$ cat src/rtl/hazard_control_unit.sv
// hazard_control_unit: load-use stall, branch flush and memory freeze control with saturating event counters.
module hazard_control_unit #(
  parameter int REG_ADDR_W = 5,
  parameter int LOAD_STALL_CYCLES = 1,
  parameter int FLUSH_CYCLES = 1,
  parameter int ZERO_REG_EXEMPT = 1,
  parameter int CNT_W = 16
) (
  input  logic                  clk,
  input  logic                  rst,
  input  logic [REG_ADDR_W-1:0] ID_EX_rt,
  input  logic                  ID_EX_mem_read,
  input  logic [REG_ADDR_W-1:0] IF_ID_rs,
  input  logic [REG_ADDR_W-1:0] IF_ID_rt,
  input  logic [1:0]            branch,
  input  logic                  equal,
  input  logic                  mem_busy,
  output logic                  pc_write,
  output logic                  IF_ID_write,
  output logic                  mux_hz_unit,
  output logic                  flush,
  output logic [CNT_W-1:0]      stall_events,
  output logic [CNT_W-1:0]      flush_events
);
  typedef enum logic [1:0] {IDLE, LOAD_STALL, FLUSH} state_t;
  state_t state, state_n;
  logic [3:0] rem, rem_n;
  logic hz, taken, do_stall, do_flush, stall_inc, flush_inc;
  assign hz = ID_EX_mem_read && (IF_ID_rs == ID_EX_rt || IF_ID_rt == ID_EX_rt) &&
              !(ZERO_REG_EXEMPT != 0 && ID_EX_rt == '0);
  assign taken = (branch == 2'b01 && equal) || (branch == 2'b10 && !equal) || branch == 2'b11;
  // Mealy in IDLE: the first stall/flush cycle is the detection cycle itself
  always_comb begin
    state_n = state;
    rem_n = rem;
    do_stall = 1'b0;
    do_flush = 1'b0;
    stall_inc = 1'b0;
    flush_inc = 1'b0;
    if (!mem_busy) begin
      if (state == LOAD_STALL) begin
        do_stall = 1'b1;
        rem_n = rem - 4'd1;
        state_n = rem == 4'd1 ? IDLE : LOAD_STALL;
      end else if (state == FLUSH) begin
        do_flush = 1'b1;
        rem_n = rem - 4'd1;
        state_n = rem == 4'd1 ? IDLE : FLUSH;
      end else if (hz) begin
        do_stall = 1'b1;
        stall_inc = 1'b1;
        state_n = LOAD_STALL_CYCLES > 1 ? LOAD_STALL : IDLE;
        rem_n = 4'(LOAD_STALL_CYCLES - 1);
      end else if (taken) begin
        do_flush = 1'b1;
        flush_inc = 1'b1;
        state_n = FLUSH_CYCLES > 1 ? FLUSH : IDLE;
        rem_n = 4'(FLUSH_CYCLES - 1);
      end
    end
  end
  assign pc_write = !mem_busy && !do_stall;
  assign IF_ID_write = !mem_busy && !do_stall;
  assign mux_hz_unit = !do_stall;
  assign flush = do_flush;
  always_ff @(posedge clk or negedge rst) begin
    if (!rst) begin
      state <= IDLE;
      rem <= '0;
      stall_events <= '0;
      flush_events <= '0;
    end else begin
      state <= state_n;
      rem <= rem_n;
      if (stall_inc && !(&stall_events)) stall_events <= stall_events + CNT_W'(1);
      if (flush_inc && !(&flush_events)) flush_events <= flush_events + CNT_W'(1);
    end
  end
endmodule

$ cat config.mk
export PLATFORM = sky130hd
export DESIGN_NAME = hazard_control_unit
export DESIGN_NICKNAME = d
export VERILOG_FILES = /design/src/rtl/hazard_control_unit.sv
export SDC_FILE = /design/constraint.sdc
export NUM_CORES = 1
export LEC_CHECK = 0
export ABC_CLOCK_PERIOD_IN_PS = 1900
export CAP_MARGIN = 20
export CORE_UTILIZATION = 57
export DETAILED_ROUTE_END_ITERATION = 16
export DONT_BUFFER_PORTS = 1
export PLACE_DENSITY = 0.83
export REMOVE_ABC_BUFFERS = 1
export SKIP_LAST_GASP = 1
export SYNTH_ARGS = -nofsm -noshare
export SYNTH_HDL_FRONTEND = slang
export SYNTH_SLANG_ARGS = --single-unit
$ cat constraint.sdc
create_clock -name clk -period 1.9 [get_ports clk]
set_clock_uncertainty 0.15 [all_clocks]
set_input_delay 0.285 -clock clk [delete_from_list [all_inputs] [get_ports clk]]
set_output_delay 0.285 -clock clk [all_outputs]
set_load 0.005 [all_outputs]
## Word-level counts from Yosys, hierarchy flattened

Cells that the tools add are included.
W data, S select, Z words.

| storage, ports and cells | value |
|---|---|
| word-level logic and storage cells | 61 |
| flip-flop bits (word level) | 38 |

| cells by class | value |
|---|---|
| $add $sub $neg | 3 |
| reductions and logical operators | 21 |
| eq/ne operators | 8 |
| bitwise logic cells | 1 |
| multiplexer cells | 24 |

Operator list:

| operator | count |
|---|---|
| $add A16 B1 Y16 const B | 2 |
| $reduce_and A16 Y1 | 2 |
| $mux W4 | 4 |
| $mux W1 | 15 |
| $eq A5 B5 Y1 | 2 |
| $mux W2 | 5 |
| $logic_and A1 B1 Y1 | 7 |
| $eq A2 B2 Y1 const B | 3 |
| $logic_not A1 Y1 | 6 |
| $logic_not A5 Y1 | 1 |
| $eq A2 B1 Y1 const B | 2 |
| $eq A4 B1 Y1 const B | 1 |
| $reduce_bool A4 Y1 | 1 |
| $sub A4 B1 Y4 const B | 1 |
| $logic_or A1 B1 Y1 | 3 |
| $reduce_and A2 Y1 | 1 |
| $not A1 Y1 | 1 |

## Logic depth before layout (Yosys ltp)

| logic depth | value |
|---|---|
| word-level depth | 10 |
| depth in mapped cells | 8 |

## Least setup slack after synthesis

No wires, ideal clock.

| timing | value |
|---|---|
| kind | in2out |
| from | in ID_EX_rt[1] |
| to | out pc_write |
| arrival time | 1.789 ns |
| slack | -0.324 ns |
| stages | 6 |
| buffers on the path | 2 |
| path through | or4_4 -> o221ai_4 -> buf_2 -> nor2_1 -> nor3_1 -> buf_4 |

| between the ends | value |
|---|---|
| longest elaborated chain between the ends | 10 |
| elaborated cells on any way between the ends | 13 |
| those cells by class | eq/ne: 2; mux: 4; reduce/logical: 7 |

Ends and longest elaborated chain:

| what | line | text |
|---|---|---|
| start: declaration | 11 | `input logic [REG_ADDR_W-1:0] ID_EX_rt,` |
| $eq A5 B5 Y1 | 29 | `assign hz = ID_EX_mem_read && (IF_ID_rs == ID_EX_rt \|\| IF_ID_rt == ID_EX_rt) &&` |
| $logic_or A1 B1 Y1 | 29 |  |
| $logic_and A1 B1 Y1 | 29 |  |
| $logic_and A1 B1 Y1 (*) | 29 |  |
| $mux W1 (*) | 49 | `end else if (hz) begin` |
| $mux W1 (*) | 45 | `end else if (state == FLUSH) begin` |
| $mux W1 (*) | 41 | `if (state == LOAD_STALL) begin` |
| $mux W1 (*) | 40 | `if (!mem_busy) begin` |
| $logic_not A1 Y1 (*) | - |  |
| $logic_and A1 B1 Y1 (*) | - |  |
| end: declaration | 18 | `output logic pc_write,` |

Every way passes the cells marked *; elsewhere a longest branch is shown, timed or not.

## Worst setup path in the final report

| timing | value |
|---|---|
| from | reg stall_events[8] |
| to | reg stall_events[7] |

| between the ends | value |
|---|---|
| longest elaborated chain between the ends | 3 |

Ends and longest elaborated chain:

| what | line | text |
|---|---|---|
| start: declaration | 22 | `output logic [CNT_W-1:0] stall_events,` |
| start signal: assignment | 75 | `if (stall_inc && !(&stall_events)) stall_events <= stall_events + CNT_W'(1);` |
| $reduce_and A16 Y1 | 75 |  |
| $logic_not A1 Y1 | 75 |  |
| $logic_and A1 B1 Y1 | 75 |  |

Every way passes these cells.
A chain may end at the register's enable or synchronous reset.

==> reports/qor.yml <==
run_status:
  status: "finished, violations left"
  violations: "negative setup slack"
drt:
  dr.pass1.iters: 4
  drt_iter0_markers: 75
  vias_per_cell: 5.90
  vias: 1895
  wl_per_cell_um: 18.3
  drc: 0
  drt-total-wl_mm: 5.89
  ant_nets: 0
synth:
  synth-seq-cells: 38
  syn-mean-instance-area_sq_um: 10.8
  ys_types: 42
  ys.flop_type: "dfrtp_1"
  yosysWarnings: 0
  ys_async_sr_fraction: 1.00
  ys_seq_area_frac: 0.421
  synthesis.area_sq_um: 2260
  synthCells: 210
  synth_edf_count: 0
floorplanning:
  row_count: 22
  boundaryPins: 58
  fp.coreArea_sq_um: 3740
  start_util: 0.603
  die-area_sq_um: 4220
  die_w_um: 64.9
  die-height_um: 64.9
pwr:
  pwr-share-clk: 0.223
  p_per_area_nw_per_um2: 774
  p_leak_nw: 1.42
  seqPwrFrac: 0.422
  internal-power_mw: 1.59
  switching_share: 0.335
  p_comb_frac: 0.355
  ir_drop_v: 0.000722
  power.switching_mw: 0.802
final_layout:
  final_cell_mix: "buf_4 (53), dfrtp_1 (38), xnor2_1 (19), xor2_1 (19), nand2_1 (19)"
  layout-area-overhead-vs-synth_pct: 37.0
  num_antenna_cells: 0
  multi_input_area_sq_um: 1470
  nNetsFinal: 301
  final-seq-area_sq_um: 951
  fillCellCount: 216
  final_util: 0.826
  layout_commonest_cell: "buf_4"
  stdcell_count: 321
  drive_gt1_frac: 0.447
timing:
  period_minus_slack_ns: 2.04
  clock.fmax_ghz: 0.490
  setup_violations: 27
  tightestPinTransition_ns: 0.440
  rsz0062_at_grt: "yes"
  min_period_over_period: 1.07
  slew_headroom: 0.699
  final_hold_viol_count: 0
  slew_viol_final: 0
  fin_ws_ns: -0.142
  setup_tns_ns: -1.58
placement:
  hpwl_mm: 3.65
  placed_cells: 301
  gp_congestion: 0.825
  portBuffers: 0
grt:
  grt_pass1_wl_mm: 8.90
  grt_util_all_layers: 0.279
  antenna_found_initial: 0
  grt_overflow_total: 0
  grt_pass1_vias: 1946
  grt_max_degree: 39
job:
  maxCapViolCount: 0
critical_path:
  crit_path_max_fanout: 4
  critPathRequiredTime_ns: 1.91
  end_kind: "flop"
  crit_type: "flop to flop"
  cp-start-kind: "flop"
  cp.arrival_ns: 2.06
cts:
  numCtsBuffers: 5
  cts_tree: "built"
  insertion_delay_ns: 0.29
  cts.clk_slew.worst_paths_ns: 0.08
  cts_root_buffer: "clkbuf_8"
  cts_buffer_depth: 2
  h-tree-depth: 2
  cts.sinks: 38
hold_path:
  hp-class: "primary input to flop"
[worst max-delay path, stage by stage, from the launching register on]
cell	delay, ns
dfrtp_1	0.38
nand3_2	0.10
nor2_2	0.13
nand4_1	0.25
o31ai_4	0.49
buf_6	0.19
nor4_4	0.04
xor2_1	0.18
[cell families after synthesis]
family,share of synthesized area
AND/OR/NAND/NOR,0.273
multiplexers,0.0443
buffers and inverters,0.0343
XOR/XNOR,0.147
flip-flops,0.421
AO/OA/AOI/OAI,0.0465
adder cells (fa/ha/maj),0.0332
[layer usage]
layer  up-vias  global-route usage  part of all wire
met5         -                   0                 0
met4         0              0.0833             0.020
met3        14              0.0845             0.052
met2        61               0.513              0.54
met1       948               0.304              0.39
li1        872                   -                 -
[synth_stat cells (all sizes together), types with 3 or more instances]
library cell,number,area share
inv,8,0.013
nor4b,3,0.017
nand2,20,0.034
xor2,19,0.074
mux2,8,0.040
nor4,12,0.053
nand3,11,0.024
dfrtp,38,0.42
nor2,10,0.017
nor3b,4,0.018
nor3,13,0.043
nand2b,3,0.0083
nand4,7,0.022
buf,6,0.021
or3,3,0.0083
ha,6,0.033
xnor2,19,0.074
[through the flow]
| step | worst slack (ns) | instance area, sq um | total power, mW | hold WS, ns |
|---|---|---|---|---|
| floorplan | -0.982 | 2210 | 1.42 | -0.161 |
| global placement | -0.163 | 2640 | 1.69 | -0.160 |
| detailed placement | -0.189 | 2640 | 1.72 | -0.160 |
| CTS | -0.0615 | 2910 | 2.32 | 0.116 |
| global route | -0.225 | 3090 | 2.53 | 0.0965 |
| finish | -0.142 | 3090 | 2.40 | 0.105 |
[area by class of cell]
cell class / count / share of cell area
clock inverter: 2 / 0.00324
clock buffer: 5 / 0.0222
inverter: 8 / 0.00971
sequential: 38 / 0.307
timing repair buffer: 62 / 0.164
multi-input combinational: 158 / 0.474
tap: 48 / 0.0194
[power groups by stage]
stage | Sequential, mW | Clock, mW | Combinational [mW]
6_report | 1.01 | 0.535 | 0.850
2_1_floorplan | 1.06 | 0 | 0.359
3_5_place_dp | 1.02 | 0 | 0.692
3_3_place_gp | 1.02 | 0 | 0.666
4_1_cts | 1.01 | 0.542 | 0.768
5_1_grt | 1.03 | 0.569 | 0.930
[sequential cells by signal, summed over array words and instances, names as in the netlist]
signal / cells
state: 2
flush_events: 16
rem: 4
stall_events: 16
[repair_timing]
item	4_1_cts	5_1_grt
pin swaps	19	22
endpoints found under the hold margin	38	0
buffers inserted	5	7
setup endpoints to repair	31	40
hold buffers	2	0
resized for setup	26	23
[final timing paths]
check                                  from                to  slack (ns)  cells after the start
max in group asynchronous               rst  flush_events[13]        1.09                      2
min                                mem_busy            rem[1]        0.11                      2
min reg2reg                flush_events[14]  flush_events[14]        0.37                      1
max reg2reg                 stall_events[8]   stall_events[7]       -0.14                      7
min in group asynchronous               rst   stall_events[9]        0.30                      2
max                         stall_events[8]   stall_events[7]       -0.14                      7
Note: power is estimated with default switching activity, not from simulation.
